[config.mk]
export PLATFORM = sky130hd
export DESIGN_NAME = otbn_alu_base_mc
export DESIGN_NICKNAME = d
export VERILOG_FILES = /design/src/rtl/otbn_pkg.sv /design/src/rtl/otbn_mul_iter.sv /design/src/rtl/otbn_alu_base_mc.sv
export SDC_FILE = /design/constraint.sdc
export NUM_CORES = 2
export LEC_CHECK = 0
export CAP_MARGIN = 20
export CELL_PAD_IN_SITES_DETAIL_PLACEMENT = 1
export CELL_PAD_IN_SITES_GLOBAL_PLACEMENT = 1
export CORE_ASPECT_RATIO = 1.2
export CORE_MARGIN = 3
export CORE_UTILIZATION = 40
export CTS_BUF_LIST = sky130_fd_sc_hd__clkbuf_16
export CTS_CLUSTER_DIAMETER = 200
export DETAILED_ROUTE_END_ITERATION = 12
export GPL_ROUTABILITY_DRIVEN = 1
export HOLD_SLACK_MARGIN = 0.06
export PLACE_DENSITY_LB_ADDON = 0.1
export SLEW_MARGIN = 20
export SYNTH_ARGS = -nofsm -noshare
export SYNTH_HDL_FRONTEND = slang
export SYNTH_SLANG_ARGS = --single-unit
export TNS_END_PERCENT = 50
[constraint.sdc]
create_clock -name clk_i -period 8.59 [get_ports clk_i]
set_input_delay 2.577 -clock clk_i [delete_from_list [all_inputs] [get_ports clk_i]]
set_output_delay 2.577 -clock clk_i [all_outputs]
set_load 0.01 [all_outputs]
[src/rtl/otbn_pkg.sv]
// Shared types for the multi-cycle OTBN base ALU: operation codes and FSM states.
package otbn_pkg;

  typedef enum logic [3:0] {
    OpAdd,
    OpSub,
    OpAnd,
    OpOr,
    OpXor,
    OpNot,
    OpSll,
    OpSrl,
    OpSra,
    OpRor,
    OpSlt,
    OpSltu,
    OpMull,
    OpMulh
  } alu_mc_op_e;

  typedef enum logic [0:0] {
    StIdle,
    StMul
  } alu_mc_state_e;

  function automatic logic is_mul_op(input logic [3:0] op);
    return (op == OpMull) || (op == OpMulh);
  endfunction

endpackage

[src/rtl/otbn_mul_iter.sv]
// Iterative unsigned multiplier: consumes MulBitsPerCycle bits of operand B per cycle and
// accumulates shifted partial products into a 2*Width accumulator.
module otbn_mul_iter #(
  parameter int unsigned Width           = 32,
  parameter int unsigned MulBitsPerCycle = 4
) (
  input  logic               clk_i,
  input  logic               rst_i,
  input  logic               start_i,
  input  logic               run_i,
  input  logic [Width-1:0]   operand_a_i,
  input  logic [Width-1:0]   operand_b_i,
  output logic               done_o,
  output logic [2*Width-1:0] product_o
);

  localparam int unsigned NumMulIter = Width / MulBitsPerCycle;
  localparam int unsigned CntW       = (NumMulIter > 1) ? $clog2(NumMulIter) : 1;

  logic [2*Width-1:0] a_sh_q;
  logic [Width-1:0]   b_sh_q;
  logic [CntW-1:0]    cnt_q;
  logic [2*Width-1:0] acc_q, acc_d;
  logic [2*Width-1:0] chunk_ext, partial;

  // A is pre-shifted each iteration so the partial product needs no variable shift.
  always_comb begin
    chunk_ext = {{(2*Width-MulBitsPerCycle){1'b0}}, b_sh_q[MulBitsPerCycle-1:0]};
    partial   = a_sh_q * chunk_ext;
    acc_d     = acc_q + partial;
  end

  assign done_o    = run_i && (cnt_q == CntW'(NumMulIter - 1));
  assign product_o = acc_d;

  always_ff @(posedge clk_i) begin
    if (rst_i) begin
      a_sh_q <= '0;
      b_sh_q <= '0;
      cnt_q  <= '0;
      acc_q  <= '0;
    end else if (start_i) begin
      a_sh_q <= {{Width{1'b0}}, operand_a_i};
      b_sh_q <= operand_b_i;
      cnt_q  <= '0;
      acc_q  <= '0;
    end else if (run_i) begin
      a_sh_q <= a_sh_q << MulBitsPerCycle;
      b_sh_q <= b_sh_q >> MulBitsPerCycle;
      cnt_q  <= cnt_q + CntW'(1);
      acc_q  <= acc_d;
    end
  end

endmodule

[src/rtl/otbn_alu_base_mc.sv]
// Multi-cycle OTBN base ALU: single-cycle arithmetic/logic/shift ops plus an iterative
// multiplier, with valid/ready handshakes on request and result sides.
module otbn_alu_base_mc
  import otbn_pkg::*;
#(
  parameter int unsigned Width           = 32,
  parameter int unsigned MulBitsPerCycle = 4
) (
  input  logic             clk_i,
  input  logic             rst_i,
  input  logic             in_valid_i,
  output logic             in_ready_o,
  input  logic [3:0]       op_i,
  input  logic [Width-1:0] operand_a_i,
  input  logic [Width-1:0] operand_b_i,
  output logic             out_valid_o,
  input  logic             out_ready_i,
  output logic [Width-1:0] result_o,
  output logic             carry_o,
  output logic             zero_o,
  output logic             busy_o
);

  localparam int unsigned ShAmtW     = $clog2(Width);
  localparam int unsigned NumMulIter = Width / MulBitsPerCycle;

  alu_mc_state_e    state_q;
  logic             out_valid_q, carry_q, zero_q, mulh_q;
  logic [Width-1:0] result_q;

  logic accept, op_mul, mul_start, mul_done;
  logic [2*Width-1:0] mul_product;
  logic [Width-1:0]   mul_res;

  assign in_ready_o = (state_q == StIdle) && (!out_valid_q || out_ready_i);
  assign accept     = in_valid_i && in_ready_o;
  assign op_mul     = is_mul_op(op_i);
  assign mul_start  = accept && op_mul;

  // Single-cycle datapath.
  logic             sub_like, slt_bit, known;
  logic [Width-1:0] b_eff, alu_res;
  logic [Width:0]   sum;
  logic [ShAmtW-1:0] shamt;
  logic [2*Width-1:0] rot;
  logic             alu_carry, alu_zero;

  always_comb begin
    sub_like  = (op_i == OpSub) || (op_i == OpSlt) || (op_i == OpSltu);
    b_eff     = sub_like ? ~operand_b_i : operand_b_i;
    sum       = {1'b0, operand_a_i} + {1'b0, b_eff} + {{Width{1'b0}}, sub_like};
    shamt     = operand_b_i[ShAmtW-1:0];
    rot       = {operand_a_i, operand_a_i} >> shamt;
    // Differing signs decide SLT directly; otherwise a-b cannot overflow.
    slt_bit   = (operand_a_i[Width-1] ^ operand_b_i[Width-1]) ? operand_a_i[Width-1]
                                                               : sum[Width-1];
    alu_res   = '0;
    alu_carry = 1'b0;
    known     = 1'b1;
    case (alu_mc_op_e'(op_i))
      OpAdd, OpSub: begin
        alu_res   = sum[Width-1:0];
        alu_carry = sum[Width];
      end
      OpAnd:  alu_res = operand_a_i & operand_b_i;
      OpOr:   alu_res = operand_a_i | operand_b_i;
      OpXor:  alu_res = operand_a_i ^ operand_b_i;
      OpNot:  alu_res = ~operand_a_i;
      OpSll:  alu_res = operand_a_i << shamt;
      OpSrl:  alu_res = operand_a_i >> shamt;
      OpSra:  alu_res = $unsigned($signed(operand_a_i) >>> shamt);
      OpRor:  alu_res = rot[Width-1:0];
      OpSlt: begin
        alu_res   = {{(Width-1){1'b0}}, slt_bit};
        alu_carry = sum[Width];
      end
      OpSltu: begin
        alu_res   = {{(Width-1){1'b0}}, ~sum[Width]};
        alu_carry = sum[Width];
      end
      default: known = 1'b0;
    endcase
    alu_zero = known && (alu_res == '0);
  end

  otbn_mul_iter #(
    .Width           (Width),
    .MulBitsPerCycle (MulBitsPerCycle)
  ) u_mul_iter (
    .clk_i       (clk_i),
    .rst_i       (rst_i),
    .start_i     (mul_start),
    .run_i       (state_q == StMul),
    .operand_a_i (operand_a_i),
    .operand_b_i (operand_b_i),
    .done_o      (mul_done),
    .product_o   (mul_product)
  );

  assign mul_res = mulh_q ? mul_product[2*Width-1:Width] : mul_product[Width-1:0];

  always_ff @(posedge clk_i) begin
    if (rst_i) begin
      state_q     <= StIdle;
      out_valid_q <= 1'b0;
      result_q    <= '0;
      carry_q     <= 1'b0;
      zero_q      <= 1'b0;
      mulh_q      <= 1'b0;
    end else begin
      case (state_q)
        StIdle: begin
          if (mul_start) begin
            state_q <= StMul;
            mulh_q  <= (op_i == OpMulh);
          end
        end
        StMul:   if (mul_done) state_q <= StIdle;
        default: state_q <= StIdle;
      endcase

      if (accept && !op_mul) begin
        out_valid_q <= 1'b1;
        result_q    <= alu_res;
        carry_q     <= alu_carry;
        zero_q      <= alu_zero;
      end else if (mul_done) begin
        out_valid_q <= 1'b1;
        result_q    <= mul_res;
        carry_q     <= 1'b0;
        zero_q      <= (mul_res == '0);
      end else if (out_valid_q && out_ready_i) begin
        out_valid_q <= 1'b0;
      end
    end
  end

  assign out_valid_o = out_valid_q;
  assign result_o    = result_q;
  assign carry_o     = carry_q;
  assign zero_o      = zero_q;
  assign busy_o      = (state_q == StMul);

  a_no_accept_busy: assert property (@(posedge clk_i) disable iff (rst_i)
    busy_o |-> (!in_ready_o && !out_valid_o));

  a_stable_bp: assert property (@(posedge clk_i) disable iff (rst_i)
    (out_valid_o && !out_ready_i) |=>
      (out_valid_o && $stable(result_o) && $stable(carry_o) && $stable(zero_o)));

  a_mul_latency: assert property (@(posedge clk_i) disable iff (rst_i)
    mul_start |-> ##(NumMulIter + 1) out_valid_o);

endmodule

==> results.txt <==
----------------------------------------------------
[Place]
  Placer Congestion ... 1.08
  Worst setup slack before clock tree synthesis ... 721 ps
  Number of buffers added on ports ... 108
  Final HPWL from detailed placement ... 103 mm

[Floorplanning]
  Starting utilization of the core area ... 40.7%
  Die ar. ... 70800 µm²
  Number of I/O pins ... 109
  Die span in x ... 243 µm
  Number of placement rows ... 103
  Overall die height ... 291 µm
  Area of the placeable core ... 66400 µm²

[Synth]
  Number of enable-type register cells in the synthesized netlist ... 0
  Register area share after synthesis ... 14.8%
  Number of warnings issued by yosys ... 0
  Asr flop ratio synth ... 0%
  Post-synthesis instance area ... 27000 µm²
  Count of cell types in the netlist ... 97
  Most used flip-flop cell after synthesis ... sky130_fd_sc_hd__dfxtp_1
  Synthesized flop and latch total ... 200
  Nets in the synthesized netlist ... 3844
  Cells after synthesis ... 3424
  Syn Area/Cell ... 7.90 µm²

[Worst setup path]
  Reg-to-Reg Start ... u_mul_iter.b_sh_q[2]
  Cell breakdown of the critical path ... clkdlybuf4s50_1, nor3b_1, nor2_1, nor2_4, buf_4, xnor2_1, ha_1, a211oi_1, o211ai_1, and3_1, a211oi_1, o221ai_1, mux2i_1, o21ai_0, a2111oi_0, nand4_1, nor4_1, a31oi_1, o31ai_2
  Worst path bufs/invs ... 2
  Critical path required time ... 9010 ps
  Critical Path Start Type ... primary input
  CP delay by family, top ... compound AO/OA/AOI/OAI gates
  Worst EP arrival ... 7870 ps
  Register-to-register path setup slack ... 1560 ps
  Cell depth of the worst flop-to-flop path ... 20
  Setup Crit Path Kind ... primary input to register
  Top fanout value on the critical path ... 18
  Number of stages on the worst setup path ... 19
  Critical register-to-register path endpoint ... zero_o
  Critical Path Slowest Stage Cell ... sky130_fd_sc_hd__a211oi_1
  CP peak stage delay ... 660 ps
  Crit. End Element ... register
  Most common cell on crit path ... sky130_fd_sc_hd__a211oi_1

[STA]
  Final Hold Vio Count ... 0
  Fin Setup TNS ... 0 ps
  Top achievable clock speed ... 134 MHz
  Setup repair after global routing missed its margin ... false
  Setup-failing EPs final ... 0
  Relative slew slack ... 20.3%
  Final critical delay including setup and external delays ... 7450 ps
  Pins over their slew limit ... 0
  Min setup slack post-route ... 1140 ps
  Worst clock skew ... 24.4 ps
  Post-route clock period utilization ... 86.7%
  Transition time at the pin with the least slew margin ... 1190 ps

[Pwr]
  Net switching component of the power ... 1.15 mW
  Share of total power in the clock network ... 30.9%
  Cell leakage power ... 12.4 nW
  Proportion of power drawn by flip-flops and latches ... 34.1%
  Worst voltage drop across the vdd grid ... 0.170 mV
  Comb power frac ... 34.9%
  Share of total power consumed by net switching ... 40.3%
  P per Cell Area ... 96.4 nW/µm²
  Cell Int Power ... 1.70 mW

[Clock tree]
  Deepest level of the CTS H-tree ... 4
  Resized cells post-CTS ... 0
  TritonCTS buffer count ... 17
  Clock tree from TritonCTS ... done
  Number of buffers on the longest clock path ... 2
  Root buffer cell ... sky130_fd_sc_hd__clkbuf_16
  Clock tree sinks ... 200
  Clock-pin slew on the worst setup and hold paths ... 90 ps
  Hold buffers post-CTS ... 0
  Clock latency on the worst-skew pair ... 520 ps
  Post-CTS setup repair buffer count ... 0

[GRT]
  Number of global-route vias before repair ... 28568
  Antenna violations before repair ... 6
  Total global routing overflow ... 0
  First-pass GRT wire length ... 191 mm
  Gr usage total ... 36.3%
  Pin count of the biggest net entering global routing ... 59

[Detailed routing]
  Detail Route Antenna Nets ... 0
  Pre-Repair DR Iteration Count ... 8
  Average routed wire per standard cell ... 30.0 µm
  Initial detailed-routing violation count ... 2030
  Per-cell via count in the routed design ... 6.19
  Total Wirelength ... 130 mm
  Detailed-route via count ... 26750
  DRC ... 0

[Finish]
  Area occupied by multi-input gates ... 20800 µm²
  Area used by sequential logic in the layout ... 4010 µm²
  Number of filler cells placed in the layout ... 8125
  Layout overhead on the synthesized area ... 9.54%
  Number of nets in the finished design ... 3831
  Fraction of layout cells with a size suffix above 1 ... 7.77%

[Flow run]
  Max capacitance violation total ... 0

[Outcome]
  Run status ... finished, final reports clean

[Min path]
  Min-Delay Startpoint ... u_mul_iter.b_sh_q[17]
  Worst min-delay path endpoint ... u_mul_iter.b_sh_q[17]
  Hold-critical path depth ... 2
  Hold Crit Class ... register to register

----------------------------------------------------
[Yosys cell counts (11+ instances only)]
cell type	n	area, µm²
sky130_fd_sc_hd__inv_1	360	1350
sky130_fd_sc_hd__nor2_1	333	1250
sky130_fd_sc_hd__nand2_1	271	1020
sky130_fd_sc_hd__and2_1	250	1560
sky130_fd_sc_hd__a21oi_1	230	1150
sky130_fd_sc_hd__dfxtp_1	200	4000
sky130_fd_sc_hd__fa_1	183	3660
sky130_fd_sc_hd__clkbuf_1	172	646
sky130_fd_sc_hd__ha_1	165	2060
sky130_fd_sc_hd__mux2i_1	144	1440
sky130_fd_sc_hd__o21ai_0	132	661
sky130_fd_sc_hd__xnor2_1	84	736
sky130_fd_sc_hd__a22oi_1	72	541
sky130_fd_sc_hd__mux4_2	56	1260
sky130_fd_sc_hd__nor3_1	52	260
sky130_fd_sc_hd__a211oi_1	48	360
sky130_fd_sc_hd__nand3_1	39	195
sky130_fd_sc_hd__nand4_1	37	231
sky130_fd_sc_hd__a21o_1	34	255
sky130_fd_sc_hd__a221oi_1	31	272
sky130_fd_sc_hd__xor2_1	28	245
sky130_fd_sc_hd__buf_2	25	125
sky130_fd_sc_hd__a31oi_1	24	150
sky130_fd_sc_hd__and3_1	24	150
sky130_fd_sc_hd__nor2b_1	24	150
sky130_fd_sc_hd__mux2_2	23	259
sky130_fd_sc_hd__o211ai_1	23	173
sky130_fd_sc_hd__o21a_1	23	173
sky130_fd_sc_hd__nand2b_1	18	113
sky130_fd_sc_hd__buf_1	17	63.8
sky130_fd_sc_hd__o22ai_1	17	106
sky130_fd_sc_hd__nor4_1	15	93.8
sky130_fd_sc_hd__o31ai_1	14	105
sky130_fd_sc_hd__a211o_1	13	114
sky130_fd_sc_hd__or3_1	13	81.3
sky130_fd_sc_hd__o2111ai_1	12	105
sky130_fd_sc_hd__o221ai_1	12	105
sky130_fd_sc_hd__a222oi_1	11	110
sky130_fd_sc_hd__o21bai_1	11	82.6
sky130_fd_sc_hd__or2_2	11	68.8
[kinds of logic after synthesis]
| kind of cell | share of synthesized area, % |
|---|---|
| muxes | 11.0 |
| and+or+nand+nor | 20.7 |
| adders and majority gates | 21.2 |
| DFF | 14.8 |
| buffers and inverters | 8.49 |
| xor gates and xnor gates | 3.69 |
| AOI/OAI and AO/OA | 20.2 |
[sequential cells by signal (all words and copies together) (netlist names)]
register and count:
result_o 32, u_mul_iter.cnt_q 3, mulh_q 1, u_mul_iter.a_sh_q 64, busy_o 1, zero_o 1, u_mul_iter.b_sh_q 32, out_valid_o 1
u_mul_iter.acc_q 64, carry_o 1
[worst reg2reg max path, delay by kind of cell (launching register included)]
| kind | cells | cell delay, ps |
|---|---|---|
| and+or+nand+nor | 5 | 2420 |
| AOI/OAI and AO/OA | 7 | 1550 |
| adders and majority gates | 4 | 1490 |
| DFF | 1 | 760 |
| buffers and inverters | 3 | 510 |
| xor gates and xnor gates | 1 | 220 |
[layer usage]
layer	share of wire, %	up-vias	GRT usage, %
li1	-	11873	-
met1	37	13516	40.5
met2	48	951	61.3
met3	5.0	408	4.56
met4	10	2	30.7
met5	0.012	-	0
[placed cells by master (no fill, tap or decap), types with 12 or more instances in the layout]
master / n
sky130_fd_sc_hd__a211o_1: 13
sky130_fd_sc_hd__a211oi_1: 48
sky130_fd_sc_hd__a21o_1: 34
sky130_fd_sc_hd__a21oi_1: 229
sky130_fd_sc_hd__a221oi_1: 31
sky130_fd_sc_hd__a22oi_1: 72
sky130_fd_sc_hd__a31oi_1: 24
sky130_fd_sc_hd__and2_1: 250
sky130_fd_sc_hd__and3_1: 23
sky130_fd_sc_hd__buf_4: 91
sky130_fd_sc_hd__clkbuf_16: 17
sky130_fd_sc_hd__clkdlybuf4s50_1: 102
sky130_fd_sc_hd__dfxtp_1: 195
sky130_fd_sc_hd__fa_1: 183
sky130_fd_sc_hd__ha_1: 165
sky130_fd_sc_hd__inv_1: 361
sky130_fd_sc_hd__mux2_2: 23
sky130_fd_sc_hd__mux2i_1: 144
sky130_fd_sc_hd__mux4_2: 56
sky130_fd_sc_hd__nand2_1: 270
sky130_fd_sc_hd__nand2b_1: 18
sky130_fd_sc_hd__nand3_1: 39
sky130_fd_sc_hd__nand4_1: 37
sky130_fd_sc_hd__nor2_1: 330
sky130_fd_sc_hd__nor2b_1: 24
sky130_fd_sc_hd__nor3_1: 51
sky130_fd_sc_hd__nor4_1: 15
sky130_fd_sc_hd__o2111ai_1: 12
sky130_fd_sc_hd__o211ai_1: 23
sky130_fd_sc_hd__o21a_1: 23
sky130_fd_sc_hd__o21ai_0: 132
sky130_fd_sc_hd__o221ai_1: 12
sky130_fd_sc_hd__o22ai_1: 17
sky130_fd_sc_hd__o31ai_1: 14
sky130_fd_sc_hd__or3_1: 13
sky130_fd_sc_hd__xnor2_1: 84
sky130_fd_sc_hd__xor2_1: 28
[worst max-delay path by stage]
stage / startpoint / to / slack (ps)
detailed placement: op_i[1] / zero_o / 720
global route: op_i[1] / zero_o / 760
floorplan: operand_b_i[0] / zero_o / 1560
global placement: op_i[1] / zero_o / 900
finish: op_i[1] / zero_o / 1140
CTS: op_i[1] / zero_o / 1230
[power groups by stage]
| stage | Clock, mW | Sequential [mW] | Combinational (mW) |
|---|---|---|---|
| 2_1_floorplan | 0 | 0.983 | 0.563 |
| 3_3_place_gp | 0 | 0.995 | 0.960 |
| 3_5_place_dp | 0 | 0.996 | 0.969 |
| 4_1_cts | 0.903 | 0.974 | 0.974 |
| 5_1_grt | 0.938 | 0.976 | 1.05 |
| 6_report | 0.884 | 0.975 | 0.998 |
[area by class of cell]
cell class,instances,share of cell area [%]
Antenna cell,2,0.0169
Clock inverter,15,0.549
Clock buffer,17,1.44
Tap cell,892,3.77
Multi-Input combinational cell,2634,70.3
Sequential cell,200,13.5
Timing Repair Buffer,196,5.80
Inverter,362,4.59
[stage by stage]
stage	hold slack, ps	power, mW	utilization, %	instance area (µm²)	cells
CTS	465	2.85	44.6	29600	4316
global route	485	2.96	44.6	29600	4316
finish	462	2.86	44.6	29600	4318
detailed placement	452	1.96	43.7	29000	4284
floorplan	436	1.55	-	27000	3424
global placement	441	1.95	43.7	29000	4284
No activity file was read; power rests on OpenSTA's default activity.
